**src/rtl/cin_convert_ctrl_if.sv**
```systemverilog
`default_nettype none
// ============================================================================
// Module      : cin_convert_ctrl_if
// Description : Stream handshake bundle around the Cin conversion stage.
//               Carries the upstream (S_*), conversion-stage side
//               (Conv_S_* / Conv_M_*) and downstream (M_*) valid/ready pairs.
//               slave  : the sequencer view (gates valid/ready).
//               master : the surrounding environment view (upstream source,
//                        conversion datapath and downstream sink).
// Revision    : 1.0  initial release
// ============================================================================
interface cin_convert_ctrl_if;

  // Upstream source -> stage
  logic S_Valid;
  logic S_Ready;

  // Stage -> conversion datapath input
  logic Conv_S_Valid;
  logic Conv_S_Ready;

  // Conversion datapath output -> stage
  logic Conv_M_Valid;
  logic Conv_M_Ready;

  // Stage -> downstream sink
  logic M_Valid;
  logic M_Ready;

  modport slave (
    input  S_Valid,
    output S_Ready,
    output Conv_S_Valid,
    input  Conv_S_Ready,
    input  Conv_M_Valid,
    output Conv_M_Ready,
    output M_Valid,
    input  M_Ready
  );

  modport master (
    output S_Valid,
    input  S_Ready,
    input  Conv_S_Valid,
    output Conv_S_Ready,
    output Conv_M_Valid,
    input  Conv_M_Ready,
    input  M_Valid,
    output M_Ready
  );

endinterface : cin_convert_ctrl_if
`default_nettype wire

```
**src/rtl/cin_convert_ctrl.sv**
```systemverilog
`default_nettype none
// ============================================================================
// Module      : cin_convert_ctrl
// Description : Per-layer sequencer for the input-channel conversion stage.
//               Latches the layer configuration on Start, presents a stable
//               registered mode select to the conversion datapath, and gates
//               the stream handshakes so exactly Cfg_In_Num beats enter and
//               Cfg_Out_Num beats leave the stage. Pulses Done on completion.
//
// Ports       :
//   clk               in   system clock, rising edge
//   rst_n             in   asynchronous active-low reset
//   Start             in   1-cycle layer start pulse (honoured only in IDLE)
//   Cfg_Cin_Select    in   conversion mode for the layer (1=convert, 0=bypass)
//   Cfg_In_Num        in   input beats to accept this layer
//   Cfg_Out_Num       in   output beats to deliver this layer
//   bus               --   handshake bundle (slave modport)
//   EN_Cin_Select_REG out  registered mode select to the conversion stage
//   Busy              out  high in LOAD / RUN / DRAIN
//   Done              out  1-cycle completion pulse
//   Err_Zero          out  sticky: last accepted Start had a zero count
//
// Revision    : 1.0  initial release
// ============================================================================
module cin_convert_ctrl #(
  parameter int CNT_WIDTH = 20
) (
  input  wire logic                 clk,
  input  wire logic                 rst_n,
  input  wire logic                 Start,
  input  wire logic                 Cfg_Cin_Select,
  input  wire logic [CNT_WIDTH-1:0] Cfg_In_Num,
  input  wire logic [CNT_WIDTH-1:0] Cfg_Out_Num,
  cin_convert_ctrl_if.slave         bus,
  output      logic                 EN_Cin_Select_REG,
  output      logic                 Busy,
  output      logic                 Done,
  output      logic                 Err_Zero
);

  // --------------------------------------------------------------------------
  // State encoding
  // --------------------------------------------------------------------------
  localparam logic [2:0] ST_IDLE  = 3'd0;
  localparam logic [2:0] ST_LOAD  = 3'd1;
  localparam logic [2:0] ST_RUN   = 3'd2;
  localparam logic [2:0] ST_DRAIN = 3'd3;
  localparam logic [2:0] ST_DONE  = 3'd4;

  localparam logic [CNT_WIDTH-1:0] CNT_ZERO = '0;
  localparam logic [CNT_WIDTH-1:0] CNT_ONE  = CNT_WIDTH'(1);

  // --------------------------------------------------------------------------
  // Registers
  // --------------------------------------------------------------------------
  logic [2:0]           state_q;
  logic [2:0]           state_d;

  logic                 sel_q;       // latched Cfg_Cin_Select
  logic [CNT_WIDTH-1:0] in_num_q;    // latched Cfg_In_Num
  logic [CNT_WIDTH-1:0] out_num_q;   // latched Cfg_Out_Num

  logic [CNT_WIDTH-1:0] in_cnt_q;
  logic [CNT_WIDTH-1:0] in_cnt_d;
  logic [CNT_WIDTH-1:0] out_cnt_q;
  logic [CNT_WIDTH-1:0] out_cnt_d;

  logic                 en_q;        // mode select presented to datapath
  logic                 err_q;       // zero-count flag of the last Start

  // --------------------------------------------------------------------------
  // Combinational helpers
  // --------------------------------------------------------------------------
  logic start_acc;    // Start honoured this cycle
  logic cfg_zero;     // requested layer has a zero beat count
  logic in_act;       // input side may still transfer
  logic out_act;      // output side may still transfer
  logic in_hs;        // upstream handshake this cycle
  logic out_hs;       // downstream handshake this cycle
  logic in_fin;       // input count complete by the end of this cycle
  logic out_fin;      // output count complete by the end of this cycle

  assign start_acc = Start && (state_q == ST_IDLE);
  assign cfg_zero  = (Cfg_In_Num == CNT_ZERO) || (Cfg_Out_Num == CNT_ZERO);

  // The activity windows close as soon as a counter reaches its target, so
  // the counters can never overshoot and no handshake leaks past the layer.
  assign in_act  = (state_q == ST_RUN) && (in_cnt_q != in_num_q);
  assign out_act = ((state_q == ST_RUN) || (state_q == ST_DRAIN)) &&
                   (out_cnt_q != out_num_q);

  assign in_hs  = bus.S_Valid && bus.Conv_S_Ready && in_act;
  assign out_hs = bus.Conv_M_Valid && bus.M_Ready && out_act;

  // Completion looks one beat ahead so the FSM leaves RUN/DRAIN on the same
  // edge that records the final handshake.
  assign in_fin  = (in_cnt_q == in_num_q) ||
                   (in_hs && (in_cnt_q == (in_num_q - CNT_ONE)));
  assign out_fin = (out_cnt_q == out_num_q) ||
                   (out_hs && (out_cnt_q == (out_num_q - CNT_ONE)));

  // --------------------------------------------------------------------------
  // FSM: state register
  // --------------------------------------------------------------------------
  always_ff @(posedge clk or negedge rst_n) begin
    if (!rst_n) begin
      state_q <= ST_IDLE;
    end else begin
      state_q <= state_d;
    end
  end

  // --------------------------------------------------------------------------
  // FSM: next-state logic
  // --------------------------------------------------------------------------
  always_comb begin
    state_d = state_q;
    case (state_q)
      ST_IDLE: begin
        if (start_acc) begin
          // A zero-length layer skips the datapath entirely.
          state_d = cfg_zero ? ST_DONE : ST_LOAD;
        end
      end
      ST_LOAD: begin
        state_d = ST_RUN;
      end
      ST_RUN: begin
        // If outputs finished first, out_fin stays true and the layer ends
        // once the inputs catch up.
        if (in_fin && out_fin) begin
          state_d = ST_DONE;
        end else if (in_fin) begin
          state_d = ST_DRAIN;
        end
      end
      ST_DRAIN: begin
        if (out_fin) begin
          state_d = ST_DONE;
        end
      end
      ST_DONE: begin
        state_d = ST_IDLE;
      end
      default: begin
        state_d = ST_IDLE;
      end
    endcase
  end

  // --------------------------------------------------------------------------
  // FSM: output logic
  // --------------------------------------------------------------------------
  always_comb begin
    Busy             = 1'b0;
    Done             = 1'b0;
    bus.Conv_S_Valid = 1'b0;
    bus.S_Ready      = 1'b0;
    bus.M_Valid      = 1'b0;
    bus.Conv_M_Ready = 1'b0;

    Busy = (state_q == ST_LOAD) || (state_q == ST_RUN) ||
           (state_q == ST_DRAIN);
    Done = (state_q == ST_DONE);

    bus.Conv_S_Valid = bus.S_Valid      && in_act;
    bus.S_Ready      = bus.Conv_S_Ready && in_act;
    bus.M_Valid      = bus.Conv_M_Valid && out_act;
    bus.Conv_M_Ready = bus.M_Ready      && out_act;
  end

  // --------------------------------------------------------------------------
  // Beat counters
  // --------------------------------------------------------------------------
  always_comb begin
    in_cnt_d  = in_cnt_q;
    out_cnt_d = out_cnt_q;
    if (state_q == ST_LOAD) begin
      in_cnt_d  = CNT_ZERO;
      out_cnt_d = CNT_ZERO;
    end else begin
      // Both sides may count in the same cycle.
      if (in_hs) begin
        in_cnt_d = in_cnt_q + CNT_ONE;
      end
      if (out_hs) begin
        out_cnt_d = out_cnt_q + CNT_ONE;
      end
    end
  end

  always_ff @(posedge clk or negedge rst_n) begin
    if (!rst_n) begin
      in_cnt_q  <= CNT_ZERO;
      out_cnt_q <= CNT_ZERO;
    end else begin
      in_cnt_q  <= in_cnt_d;
      out_cnt_q <= out_cnt_d;
    end
  end

  // --------------------------------------------------------------------------
  // Layer configuration and status registers
  // --------------------------------------------------------------------------
  always_ff @(posedge clk or negedge rst_n) begin
    if (!rst_n) begin
      sel_q     <= 1'b0;
      in_num_q  <= CNT_ZERO;
      out_num_q <= CNT_ZERO;
      err_q     <= 1'b0;
    end else if (start_acc) begin
      // Configuration is captured only when a Start is honoured; Start while
      // busy or in DONE leaves everything untouched.
      sel_q     <= Cfg_Cin_Select;
      in_num_q  <= Cfg_In_Num;
      out_num_q <= Cfg_Out_Num;
      err_q     <= cfg_zero;
    end
  end

  // The mode select moves only in LOAD, one cycle before any beat can pass,
  // and then holds through DONE/IDLE until the next LOAD.
  always_ff @(posedge clk or negedge rst_n) begin
    if (!rst_n) begin
      en_q <= 1'b0;
    end else if (state_q == ST_LOAD) begin
      en_q <= sel_q;
    end
  end

  assign EN_Cin_Select_REG = en_q;
  assign Err_Zero          = err_q;

endmodule : cin_convert_ctrl
`default_nettype wire

```
**src/flat_wrapper.sv**
```systemverilog
// flat-port wrapper written by rule: the top's interface ports become plain ports
module cin_convert_ctrl_flat 
#(
  parameter int CNT_WIDTH = 20
)
  (clk, rst_n, Start, Cfg_Cin_Select, Cfg_In_Num, Cfg_Out_Num, EN_Cin_Select_REG, Busy, Done, Err_Zero, bus_S_Valid, bus_S_Ready, bus_Conv_S_Valid, bus_Conv_S_Ready, bus_Conv_M_Valid, bus_Conv_M_Ready, bus_M_Valid, bus_M_Ready);
  cin_convert_ctrl_if bus_i ();
  input  wire logic clk;
  input  wire logic rst_n;
  input  wire logic Start;
  input  wire logic Cfg_Cin_Select;
  input  wire logic [CNT_WIDTH-1:0] Cfg_In_Num;
  input  wire logic [CNT_WIDTH-1:0] Cfg_Out_Num;
  output      logic EN_Cin_Select_REG;
  output      logic Busy;
  output      logic Done;
  output      logic Err_Zero;
  input wire logic [$bits(bus_i.S_Valid)-1:0] bus_S_Valid;
  output wire logic [$bits(bus_i.S_Ready)-1:0] bus_S_Ready;
  output wire logic [$bits(bus_i.Conv_S_Valid)-1:0] bus_Conv_S_Valid;
  input wire logic [$bits(bus_i.Conv_S_Ready)-1:0] bus_Conv_S_Ready;
  input wire logic [$bits(bus_i.Conv_M_Valid)-1:0] bus_Conv_M_Valid;
  output wire logic [$bits(bus_i.Conv_M_Ready)-1:0] bus_Conv_M_Ready;
  output wire logic [$bits(bus_i.M_Valid)-1:0] bus_M_Valid;
  input wire logic [$bits(bus_i.M_Ready)-1:0] bus_M_Ready;
  assign bus_i.S_Valid = bus_S_Valid;
  assign bus_S_Ready = bus_i.S_Ready;
  assign bus_Conv_S_Valid = bus_i.Conv_S_Valid;
  assign bus_i.Conv_S_Ready = bus_Conv_S_Ready;
  assign bus_i.Conv_M_Valid = bus_Conv_M_Valid;
  assign bus_Conv_M_Ready = bus_i.Conv_M_Ready;
  assign bus_M_Valid = bus_i.M_Valid;
  assign bus_i.M_Ready = bus_M_Ready;
  cin_convert_ctrl #(.CNT_WIDTH(CNT_WIDTH)) u_core (.clk(clk), .rst_n(rst_n), .Start(Start), .Cfg_Cin_Select(Cfg_Cin_Select), .Cfg_In_Num(Cfg_In_Num), .Cfg_Out_Num(Cfg_Out_Num), .bus(bus_i), .EN_Cin_Select_REG(EN_Cin_Select_REG), .Busy(Busy), .Done(Done), .Err_Zero(Err_Zero));
endmodule
```
**config.mk**
```make
export PLATFORM = sky130hd
export DESIGN_NAME = cin_convert_ctrl_flat
export DESIGN_NICKNAME = d
export VERILOG_FILES = /design/src/rtl/cin_convert_ctrl_if.sv /design/src/rtl/cin_convert_ctrl.sv /design/src/flat_wrapper.sv
export SDC_FILE = /design/constraint.sdc
export NUM_CORES = 1
export LEC_CHECK = 0
export CORE_ASPECT_RATIO = 0.8
export CORE_UTILIZATION = 35
export CTS_BUF_LIST = sky130_fd_sc_hd__clkbuf_8 sky130_fd_sc_hd__clkbuf_16
export CTS_CLUSTER_SIZE = 24
export DETAILED_ROUTE_END_ITERATION = 6
export SLEW_MARGIN = 20
export SYNTH_ARGS = -nofsm -noshare
export SYNTH_HDL_FRONTEND = slang
export SYNTH_SLANG_ARGS = --single-unit
```
**constraint.sdc**
```tcl
create_clock -name clk -period 3.5 [get_ports clk]
set_input_delay 0.875 -clock clk [delete_from_list [all_inputs] [get_ports clk]]
set_output_delay 0.875 -clock clk [all_outputs]
set_load 0.01 [all_outputs]
```
==> results by group <==
Run status
  • Status: completed

GRT
  • Pin count of the biggest net entering global routing: 43
  • First-pass GRT wire length: 25,300 µm
  • GRT Total Usage: 20.3%
  • Vias in the first global route: 4,650
  • Global route overflow: 0
  • Initial antenna violation count: 0

Setup path
  • Buf/Inv on CP: 1
  • Crit path top cell by count: or4_4
  • Setup crit start kind: register
  • Critical path's largest stage delay: 540 ps
  • Crit path depth: 7
  • Type of destination of the critical path: output pin
  • Crit path DAT: 2550 ps
  • Critical path class: reg2out
  • Max stage delay cell, worst path: or4_4
  • Reg2Reg Depth: 7
  • Worst-path fanout max: 3
  • CP Cell Sequence: xor2_2 > or4_4 > or4_4 > nor2_4 > nor2_2 > and2_1 > dlygate4sd2_1
  • Cell family with most CP delay: simple AND/OR/NAND/NOR gates
  • CP Data Required Time: 2620 ps

Final layout
  • Antenna cells: 0
  • Final Instance Area: 6860 µm²
  • P&R area growth vs syn: 24.1%
  • Commonest non-fill, non-tap cell in the layout: dfrtp_1
  • Nets@finish: 709
  • Non-Filler Instances: 872
  • Share of layout cells above drive strength 1: 16.3%
  • Filler cells: 1,507
  • Most frequent cells in the layout: dfrtp_1 (84), clkdlybuf4s50_1 (52), xnor2_1 (49)

Worst hold path
  • Worst Hold Depth: 2
  • Worst hold-check path type: reg2reg

STA
  • Endpoints failing setup: 0
  • Hold WS: 482 ps
  • Hold Vio Cnt, Final: 0
  • Slew @ Worst Pin: 782 ps
  • Final Slew Violations: 0
  • Slew headroom: 47.1%
  • Setup Skew: 10.7 ps
  • Max frequency: 292 MHz
  • Minimum clock period: 3420 ps
  • Fin crit share: 97.7%

Clock tree
  • Clk root buf: clkbuf_16
  • Clk sinks: 86
  • Cts bufs inserted: 9
  • Clock buffer depth: 2
  • CTS H-tree lvls: 3
  • # hold bufs at CTS: 0
  • Worst-path clk slew: 60 ps
  • TritonCTS clock tree: built
  • Clk_lat worst skew: 340 ps

Synthesis
  • Yosys Warn Count: 0
  • Fraction of registers with async set/reset: 100%
  • Ys flop type: dfrtp_1
  • Cells after synthesis: 593
  • Number of synthesized flops with an enable pin: 0
  • Syn Area/Cell: 9.32 µm²
  • Post-Syn Area: 5530 µm²
  • Cell variety after synth: 64
  • Post-synthesis sequential area ratio: 38.9%
  • Post-synthesis register bit count: 86
  • Syn nets: 645

Floorplan
  • Die Wd: 143 µm
  • Cell Rows: 40
  • Initial Utilization: 36.3%
  • Chip height: 114 µm
  • Core footprint: 15,200 µm²
  • Die area: 16,300 µm²
  • I/O Pins: 56

Place
  • IO Port Bufs: 55
  • Placed Area: 6410 µm²
  • GPL Wtd Cong: 0.915
  • Placed wire-length estimate: 12,000 µm
  • Placed cell count: 853

Drt
  • DRT Pass-1 Iters: 5
  • Routed vias/inst: 5.49
  • Drt wl/cell: 18.0 µm
  • Via count: 4,791
  • Drt total wl: 15,700 µm
  • Drt drc: 0
  • Antenna viol nets, final: 0
  • Initial DRC Count: 441

Pwr
  • Leakage power: 2.71 nW
  • PD cells: 434 nW/µm²
  • Max VDD drop: 0.223 mV

Flow run
  • MaxCap Viol Count: 0
[where the power goes]
group | switching [mW] | total, mW | internal, mW
registers | 0.154 | 1.24 | 1.08
clock network | 0.410 | 1.07 | 0.665
logic | 0.353 | 0.663 | 0.309
total | 0.917 | 2.97 | 2.06
[synth_stat cells (3+ instances only)]
master,count,area [µm²]
a211oi_1,6,45.0
a21oi_1,14,70.1
a31oi_1,3,18.8
and2_1,9,56.3
and3_1,10,62.6
clkbuf_1,26,97.6
dfrtp_1,86,2150
ha_1,4,50.1
inv_1,19,71.3
mux2_2,33,372
mux2i_1,6,60.1
nand2_1,38,143
nand2b_1,6,37.5
nand3_1,16,80.1
nand4_1,21,131
nand4b_1,3,26.3
nor2_1,49,184
nor2b_1,3,18.8
nor3_1,21,105
nor3b_1,5,37.5
nor4_1,25,156
nor4b_1,3,26.3
o2111ai_1,3,26.3
o211ai_1,4,30.0
o21ai_0,14,70.1
o21ai_1,12,60.1
or2_2,4,25.0
or3_1,13,81.3
or4_1,10,75.1
xnor2_1,53,464
xor2_1,32,280
[final timing paths]
| path | from | end | slack [ps] |
|---|---|---|---|
| min | u_core.sel_q | u_core.EN_Cin_Select_REG | 480 |
| max reg2reg | u_core.in_num_q[5] | u_core.state_q[0] | 560 |
| min reg2reg | u_core.sel_q | u_core.EN_Cin_Select_REG | 480 |
| min in group asynchronous | rst_n | u_core.in_num_q[12] | 530 |
| max in group asynchronous | rst_n | u_core.out_num_q[13] | 2210 |
| max | u_core.out_cnt_q[6] | bus_Conv_M_Ready | 80 |
[flip-flops by register name, summed over array words and instances (netlist names)]
name and cells:
u_core.in_num_q 20, u_core.state_q 3, u_core.out_num_q 20, u_core.Err_Zero 1, u_core.sel_q 1, u_core.out_cnt_q 20, u_core.in_cnt_q 20, u_core.EN_Cin_Select_REG 1
[worst register-to-register path, delay by kind of cell, from the launching register on]
family          cells  cell delay (ps)
flops               1              450
compound gates      3              760
simple gates        4             1620
[metrics by stage]
step                      setup slack [ps]  TNS (ps)  total power [mW]  util (%)
after floorplan                        628         0              1.63         -
after global placement                77.3         0              1.85      42.1
after detailed placement              53.2         0              1.87      42.1
after CTS                             4.70         0              2.97      44.6
after global routing                 -4.94     -4.94              3.12      45.1
final                                 79.2         0              2.97      45.1
[metal layers]
layer / part of all wire (%) / GRT usage (%) / vias up / wire length, µm
met4: 1.2 / 4.59 / 0 / 182
met2: 43 / 29.3 / 134 / 6700
met5: 0 / 0 / - / 0
met3: 4.7 / 3.76 / 12 / 731
met1: 51 / 30.9 / 2361 / 8070
li1: - / - / 2284 / -
[cell families (layout without fill, tap and decap cells)]
family / count (synthesis) / count (layout) / share of synthesized area, %
AOI/OAI and AO/OA: 86 / 86 / 10.7
xor gates and xnor gates: 85 / 85 / 13.5
adders and majority gates: 4 / 4 / 0.905
buffers and inverters: 47 / 116 / 3.35
DFF: 86 / 86 / 38.9
muxes: 39 / 39 / 7.81
and+or+nand+nor: 246 / 246 / 24.9
[what timing repair did]
| action | 4_1_cts | 5_1_grt |
|---|---|---|
| pin swaps | 0 | 3 |
| setup buffers | 2 | 1 |
| resized for setup | 8 | 14 |
| gates cloned | 0 | 0 |
| setup endpoints to repair | 4 | 4 |
| hold endpoints to repair | 0 | 0 |
[area by class of cell]
cell class	count	area (µm²)	area share [%]
Clock buffer	11	253	3.68
Clock inverter	5	81.3	1.19
Inverter	19	71.3	1.04
Multi-Input combinational cell	460	3300	48.0
Sequential cell	86	2150	31.4
Tap cell	210	263	3.83
Timing Repair Buffer	81	742	10.8
(Power assumes the default switching activity.)
